**src/rtl/rocketcpu_wb_debug_master.sv**
```systemverilog
// Byte-stream command bridge: 'W' adr[4] dat[4] / 'R' adr[4] from the UART side
// become a single Wishbone access; the result goes back as 'K', 'E' or 4 data bytes.
module rocketcpu_wb_debug_master #(
  parameter int unsigned TIMEOUT = 255
) (
  input  logic        i_wb_clk,
  input  logic        reset,
  input  logic [7:0]  i_rx_data,
  input  logic        i_rx_valid,
  output logic [7:0]  o_tx_data,
  output logic        o_tx_valid,
  input  logic        i_tx_ready,
  output logic [31:0] o_wb_adr,
  output logic [31:0] o_wb_dat,
  output logic [3:0]  o_wb_sel,
  output logic        o_wb_we,
  output logic        o_wb_cyc,
  input  logic [31:0] i_wb_rdt,
  input  logic        i_wb_ack,
  output logic        o_busy
);

  localparam int unsigned TW = (TIMEOUT < 2) ? 1 : $clog2(TIMEOUT + 1);
  localparam logic [TW-1:0] TMO_LAST = TW'(TIMEOUT - 1);

  typedef enum logic [2:0] {IDLE, ADDR, DATA, BUS, RESP} state_t;

  state_t      state, state_nxt;
  logic [1:0]  cnt;
  logic [1:0]  tx_idx;
  logic [TW-1:0] tmo;
  logic        err;
  logic [31:0] rdata;
  logic        rx_cmd;
  logic        rx_last;
  logic        tmo_hit;
  logic        tx_last;

  assign rx_cmd  = i_rx_valid && (i_rx_data == 8'h57 || i_rx_data == 8'h52);
  assign rx_last = i_rx_valid && (cnt == 2'd3);
  // The last allowed BUS cycle is the one where tmo == TIMEOUT-1; an ack there still wins.
  assign tmo_hit = !i_wb_ack && (tmo == TMO_LAST);
  assign tx_last = err || o_wb_we || (tx_idx == 2'd3);

  always_ff @(posedge i_wb_clk) begin
    if (reset) state <= IDLE;
    else       state <= state_nxt;
  end

  always_comb begin
    state_nxt = state;
    case (state)
      IDLE: if (rx_cmd) state_nxt = ADDR;
      ADDR: if (rx_last) state_nxt = o_wb_we ? DATA : BUS;
      DATA: if (rx_last) state_nxt = BUS;
      BUS:  if (i_wb_ack || tmo_hit) state_nxt = RESP;
      RESP: if (i_tx_ready && tx_last) state_nxt = IDLE;
      default: state_nxt = IDLE;
    endcase
  end

  always_ff @(posedge i_wb_clk) begin
    if (reset) begin
      cnt      <= '0;
      tx_idx   <= '0;
      tmo      <= '0;
      err      <= 1'b0;
      rdata    <= '0;
      o_wb_adr <= '0;
      o_wb_dat <= '0;
      o_wb_we  <= 1'b0;
    end else begin
      case (state)
        IDLE: begin
          cnt    <= '0;
          tmo    <= '0;
          tx_idx <= '0;
          err    <= 1'b0;
          if (rx_cmd) o_wb_we <= (i_rx_data == 8'h57);
        end
        ADDR: if (i_rx_valid) begin
          o_wb_adr[{cnt, 3'b000} +: 8] <= i_rx_data;
          cnt <= cnt + 2'd1;
        end
        DATA: if (i_rx_valid) begin
          o_wb_dat[{cnt, 3'b000} +: 8] <= i_rx_data;
          cnt <= cnt + 2'd1;
        end
        BUS: begin
          if (i_wb_ack) begin
            rdata <= i_wb_rdt;
          end else begin
            tmo <= tmo + 1'b1;
            err <= tmo_hit;
          end
        end
        RESP: if (i_tx_ready) tx_idx <= tx_idx + 2'd1;
        default: ;
      endcase
    end
  end

  assign o_wb_cyc   = (state == BUS);
  assign o_wb_sel   = o_wb_cyc ? 4'hF : 4'h0;
  assign o_busy     = (state != IDLE);
  assign o_tx_valid = (state == RESP);

  always_comb begin
    o_tx_data = '0;
    if (state == RESP) begin
      if (err)          o_tx_data = 8'h45;
      else if (o_wb_we) o_tx_data = 8'h4B;
      else              o_tx_data = rdata[{tx_idx, 3'b000} +: 8];
    end
  end

endmodule

```
**config.mk**
```make
export PLATFORM = sky130hd
export DESIGN_NAME = rocketcpu_wb_debug_master
export DESIGN_NICKNAME = d
export VERILOG_FILES = /design/src/rtl/rocketcpu_wb_debug_master.sv
export SDC_FILE = /design/constraint.sdc
export NUM_CORES = 1
export LEC_CHECK = 0
export CORE_UTILIZATION = 49
export DETAILED_ROUTE_END_ITERATION = 8
export HOLD_SLACK_MARGIN = 0.12
export PLACE_DENSITY = 0.8
export SLEW_MARGIN = 20
export SYNTH_ARGS = -nofsm -noshare
export SYNTH_HDL_FRONTEND = slang
export SYNTH_SLANG_ARGS = --single-unit
```
**constraint.sdc**
```tcl
create_clock -name i_wb_clk -period 3.25 [get_ports i_wb_clk]
set_clock_uncertainty 0.2 [all_clocks]
set_input_delay 0.325 -clock i_wb_clk [delete_from_list [all_inputs] [get_ports i_wb_clk]]
set_output_delay 0.325 -clock i_wb_clk [all_outputs]
set_load 0.005 [all_outputs]
```
==> impl_table.tex <==
\begin{tabular}{lr}
\hline
Metric & Value \\
\hline
\multicolumn{2}{l}{\textbf{CTS}} \\
Clock-pin slew of the registers on the worst-case setup and hold paths & 0.06 ns \\
\# clock sinks & 113 \\
Maximum buffer depth of the clock tree & 2 \\
Post-cts hold buffer count & 0 \\
Worst-Skew Late Latency & 0.51 ns \\
TritonCTS Buffers & 17 \\
Clock Root Buffer & sky130\_fd\_sc\_hd\_\_clkbuf\_8 \\
Clock tree from TritonCTS & yes \\
H-tree Lvls & 4 \\
\multicolumn{2}{l}{\textbf{Power}} \\
Power per cell area & 526 nW/um\^{}2 \\
Sequential fraction of design power & 39.3\% \\
Comb pwr share & 3.1\% \\
Switching power share of the total & 20.3\% \\
Total chip power & 0.00352 W \\
Static leakage power & around 2.3 nW \\
Worst vdd ir & 427 uV \\
Part of the total power dissipated in the clock network & $\sim$58\% \\
Sw power & 0.000716 W \\
Total internal power & 0.00281 W \\
\multicolumn{2}{l}{\textbf{Synth}} \\
Count of mapped cells out of synthesis & slightly below 600 \\
Synth unique cells & 45 \\
Sequential-to-total area share from yosys stat & 47.0\% \\
Post-Syn Area & 4810 sq um \\
Synthesized Nets & 642 \\
\#FFs+latches synth & 113 \\
Post-Syn Area per Cell & about 8.2 sq um \\
Number of warnings printed during yosys synthesis & 0 \\
\multicolumn{2}{l}{\textbf{Cells and area}} \\
Commonest cells after routing, fill and taps aside & sky130\_fd\_sc\_hd\_\_nand2\_1, sky130\_fd\_sc\_hd\_\_clkdlybuf4s50\_1, sky130\_fd\_sc\_hd\_\_dfxtp\_1, sky130\_fd\_sc\_hd\_\_a21oi\_1, sky130\_fd\_sc\_hd\_\_nand3\_1 \\
NumNets Final & 742 \\
Relative area change from synthesis to final layout & 39.2\% \\
Antenna diode count & 0 \\
Ratio of cells with drive above 1 in the final layout & 7.97\% \\
Most common cell after layout, fill and taps aside & sky130\_fd\_sc\_hd\_\_nand2\_1 \\
\multicolumn{2}{l}{\textbf{Critical path}} \\
Top delay family on crit path & flip-flops \\
Largest fanout of any net on the critical path & 11 \\
Flop-to-flop setup slack & 1.04 ns \\
Worst Path Buf+Inv & 1 \\
Critical-path top delay cell & sky130\_fd\_sc\_hd\_\_dfxtp\_1 \\
Slowest stage delay, CP & 0.74 ns \\
Launching point of the worst reg2reg path & state[1] \\
Signal arrival time at the worst endpoint & between 2 and 3 ns \\
Classification of the worst setup path & flop to output pin \\
Crit path launch type & flop \\
Depth of the most critical reg-to-reg path & 5 \\
Crit end category & output pin \\
Critical Path, Cell by Cell & mux4\_2, a21oi\_1, nor2\_1, clkdlybuf4s50\_1 \\
RR Endpoint & rdata[6] \\
Req. time, crit path & 2.72 ns \\
\multicolumn{2}{l}{\textbf{Global route}} \\
Initial antenna violation count & 0 \\
Pin count of the biggest net entering global routing & 83 \\
Global-route usage over all layers & 26.3\% \\
GR peak layer & met2 \\
Overflow left after global routing & 0 \\
Via count of the first global-routing pass & 4335 \\
Global routing met3 resource utilization & 6.38\% \\
First-pass GRT wire length & 20.8 mm \\
Met1 track demand over resource & 33.6\% \\
Met2 track demand over resource in global routing & 42.5\% \\
\multicolumn{2}{l}{\textbf{Die}} \\
Die span in x & 101 um \\
Row Count & 35 \\
Die height & 101 um \\
I/O pins & between 100 and 150 \\
Floorplan core area & 9370 sq um \\
Starting density of the core & 51.3\% \\
DIE AREA & 10200 sq um \\
\multicolumn{2}{l}{\textbf{STA}} \\
Accumulated negative setup slack & 0 ns \\
Final worst-path cycle share & 93.2\% \\
Achievable clock frequency & around 0.33 GHz \\
Number of failing setup endpoints in the final timing report & 0 \\
Post-layout minimum cycle time & 3.03 ns \\
Slew Limit Headroom & 45.1\% \\
Number of pins exceeding their max-slew limit in the final report & 0 \\
Final Hold Viols & 0 \\
Setup repair after global routing missed its margin & no \\
Worst-margin pin slew & 0.823 ns \\
\multicolumn{2}{l}{\textbf{Routing}} \\
Final Routed Wirelength & 13.0 mm \\
Drt initial violations & 271 \\
Count of antenna-violating nets left after detailed routing & 0 \\
DR DRC count & 0 \\
Per-cell routed wire length & $\sim$16 um \\
Initial DRT Pass Iterations & 5 \\
Routed vias/inst & 5.50 \\
Count of vias placed by the detailed router & $\sim$4600 \\
\multicolumn{2}{l}{\textbf{Status}} \\
Status & finished clean \\
\multicolumn{2}{l}{\textbf{Min path}} \\
Cell depth of the worst hold path & 3 \\
Terminating pin of the worst hold path & rdata[29] \\
Hold Crit Class & input port to flop \\
Startpoint of the most critical hold path & i\_wb\_rdt[29] \\
\multicolumn{2}{l}{\textbf{Placement}} \\
Quantity of I/O buffers inserted on ports & 124 \\
Final HPWL from detailed placement & between 8 and 9 mm \\
Weighted congestion reported at the end of routability-driven placement & about 0.83 \\
\multicolumn{2}{l}{\textbf{Job}} \\
\# Max-Cap Violations & 0 \\
\hline
\end{tabular}
[kinds of logic after synthesis]
logic type	count (synthesis)	share of synthesized area [%]
and+or+nand+nor	262	25.0
AOI/OAI and AO/OA	129	15.4
DFF	113	47.0
buffers and inverters	66	6.11
muxes	9	3.95
adders and majority gates	7	1.82
xor gates and xnor gates	4	0.728
[power by group through the flow]
stage,clock (W),sequential (W),combinational [W]
detailed placement,0,0.00142,0.000107
global placement,0,0.00142,0.000106
CTS,0.00205,0.00139,0.000108
finish,0.00203,0.00139,0.000109
floorplan,0,0.00142,0.0000388
global route,0.00211,0.00139,0.000115
[repair_timing]
action                     CTS  global route
setup endpoints to repair    0             3
resized for setup            0             1
buffers inserted             0             0
[state kept, by name (all words and copies together), names as in the netlist]
register and flops:
cnt 2, err 1, o_wb_adr 32, o_wb_dat 32
o_wb_we 1, rdata 32, state 3, tmo 8
tx_idx 2
[layer usage]
| layer | routed length (um) | up-vias |
|---|---|---|
| li1 | - | 2229 |
| met1 | 5660 | 2189 |
| met2 | 6480 | 148 |
| met3 | 690 | 14 |
| met4 | 162 | 0 |
| met5 | 0 | - |
[synthesized netlist by cell type, drive strengths merged]
library cell	instances	area share (%)
nand2	124	9.7
dfxtp	113	47
a21oi	92	9.6
nand3	52	5.4
clkbuf	39	3.1
nor2	34	2.7
a22oi	17	2.7
buf	15	2.1
nor3	15	1.6
inv	12	0.94
mux4	8	3.7
ha	7	1.8
and2	6	0.78
o31ai	6	0.94
a21o	5	0.78
nand3b	4	0.62
nor2b	4	0.52
nand2b	3	0.39
nand4	3	0.39
or2	3	0.39
or4	3	0.47
a2111oi	2	0.36
and4	2	0.36
and4bb	2	0.52
or3	2	0.26
xnor2	2	0.36
xor2	2	0.36
a211oi	1	0.16
a22o	1	0.18
a32oi	1	0.18
and3b	1	0.18
mux2i	1	0.21
nand4bb	1	0.23
nor3b	1	0.16
nor4bb	1	0.21
o21a	1	0.16
o21ai	1	0.10
o22ai	1	0.13
o32ai	1	0.18
or3b	1	0.18
[worst max-delay path by stage]
stage | start | endpoint | slack [ns] | cells past startpoint
2_1_floorplan | cnt[0] | o_wb_adr[16] | 1.14 | 7
3_3_place_gp | state[1] | o_tx_data[5] | 0.65 | 4
3_5_place_dp | state[1] | o_tx_data[7] | 0.63 | 4
4_1_cts | state[1] | o_tx_data[5] | 0.09 | 4
5_1_grt | tx_idx[0] | o_tx_data[0] | 0.07 | 4
6_report | tx_idx[0] | o_tx_data[2] | 0.22 | 4
[worst register-to-register path, delay by kind of cell, from the launching register on]
family	cells	cell delay [ns]
AOI/OAI and AO/OA	1	0.06
and+or+nand+nor	3	0.85
DFF	1	0.63
buffers and inverters	1	0.33
[area by class of cell]
| class | count | area [sq um] |
|---|---|---|
| Clock buffer | 20 | 445 |
| Clock inverter | 12 | 205 |
| Fill cell | 710 | 2670 |
| Inverter | 12 | 45.0 |
| Multi-Input combinational cell | 411 | 2260 |
| Sequential cell | 113 | 2260 |
| Tap cell | 129 | 161 |
| Timing Repair Buffer | 135 | 1320 |
[per-stage QoR]
| step | hold WS [ns] | cell area (sq um) | util, % | instances | setup WS (ns) |
|---|---|---|---|---|---|
| final | 0.162 | 6700 | 71.5 | 832 | 0.222 |
| after global routing | 0.160 | 6700 | 71.5 | 832 | 0.0712 |
| after CTS | 0.144 | 6700 | 71.4 | 832 | 0.0905 |
| after detailed placement | 0.246 | 6040 | 64.5 | 800 | 0.633 |
| after global placement | 0.241 | 6040 | 64.5 | 800 | 0.654 |
| after floorplan | 0.233 | 4810 | - | 590 | 1.14 |
Note: power is estimated with default switching activity, not from simulation.
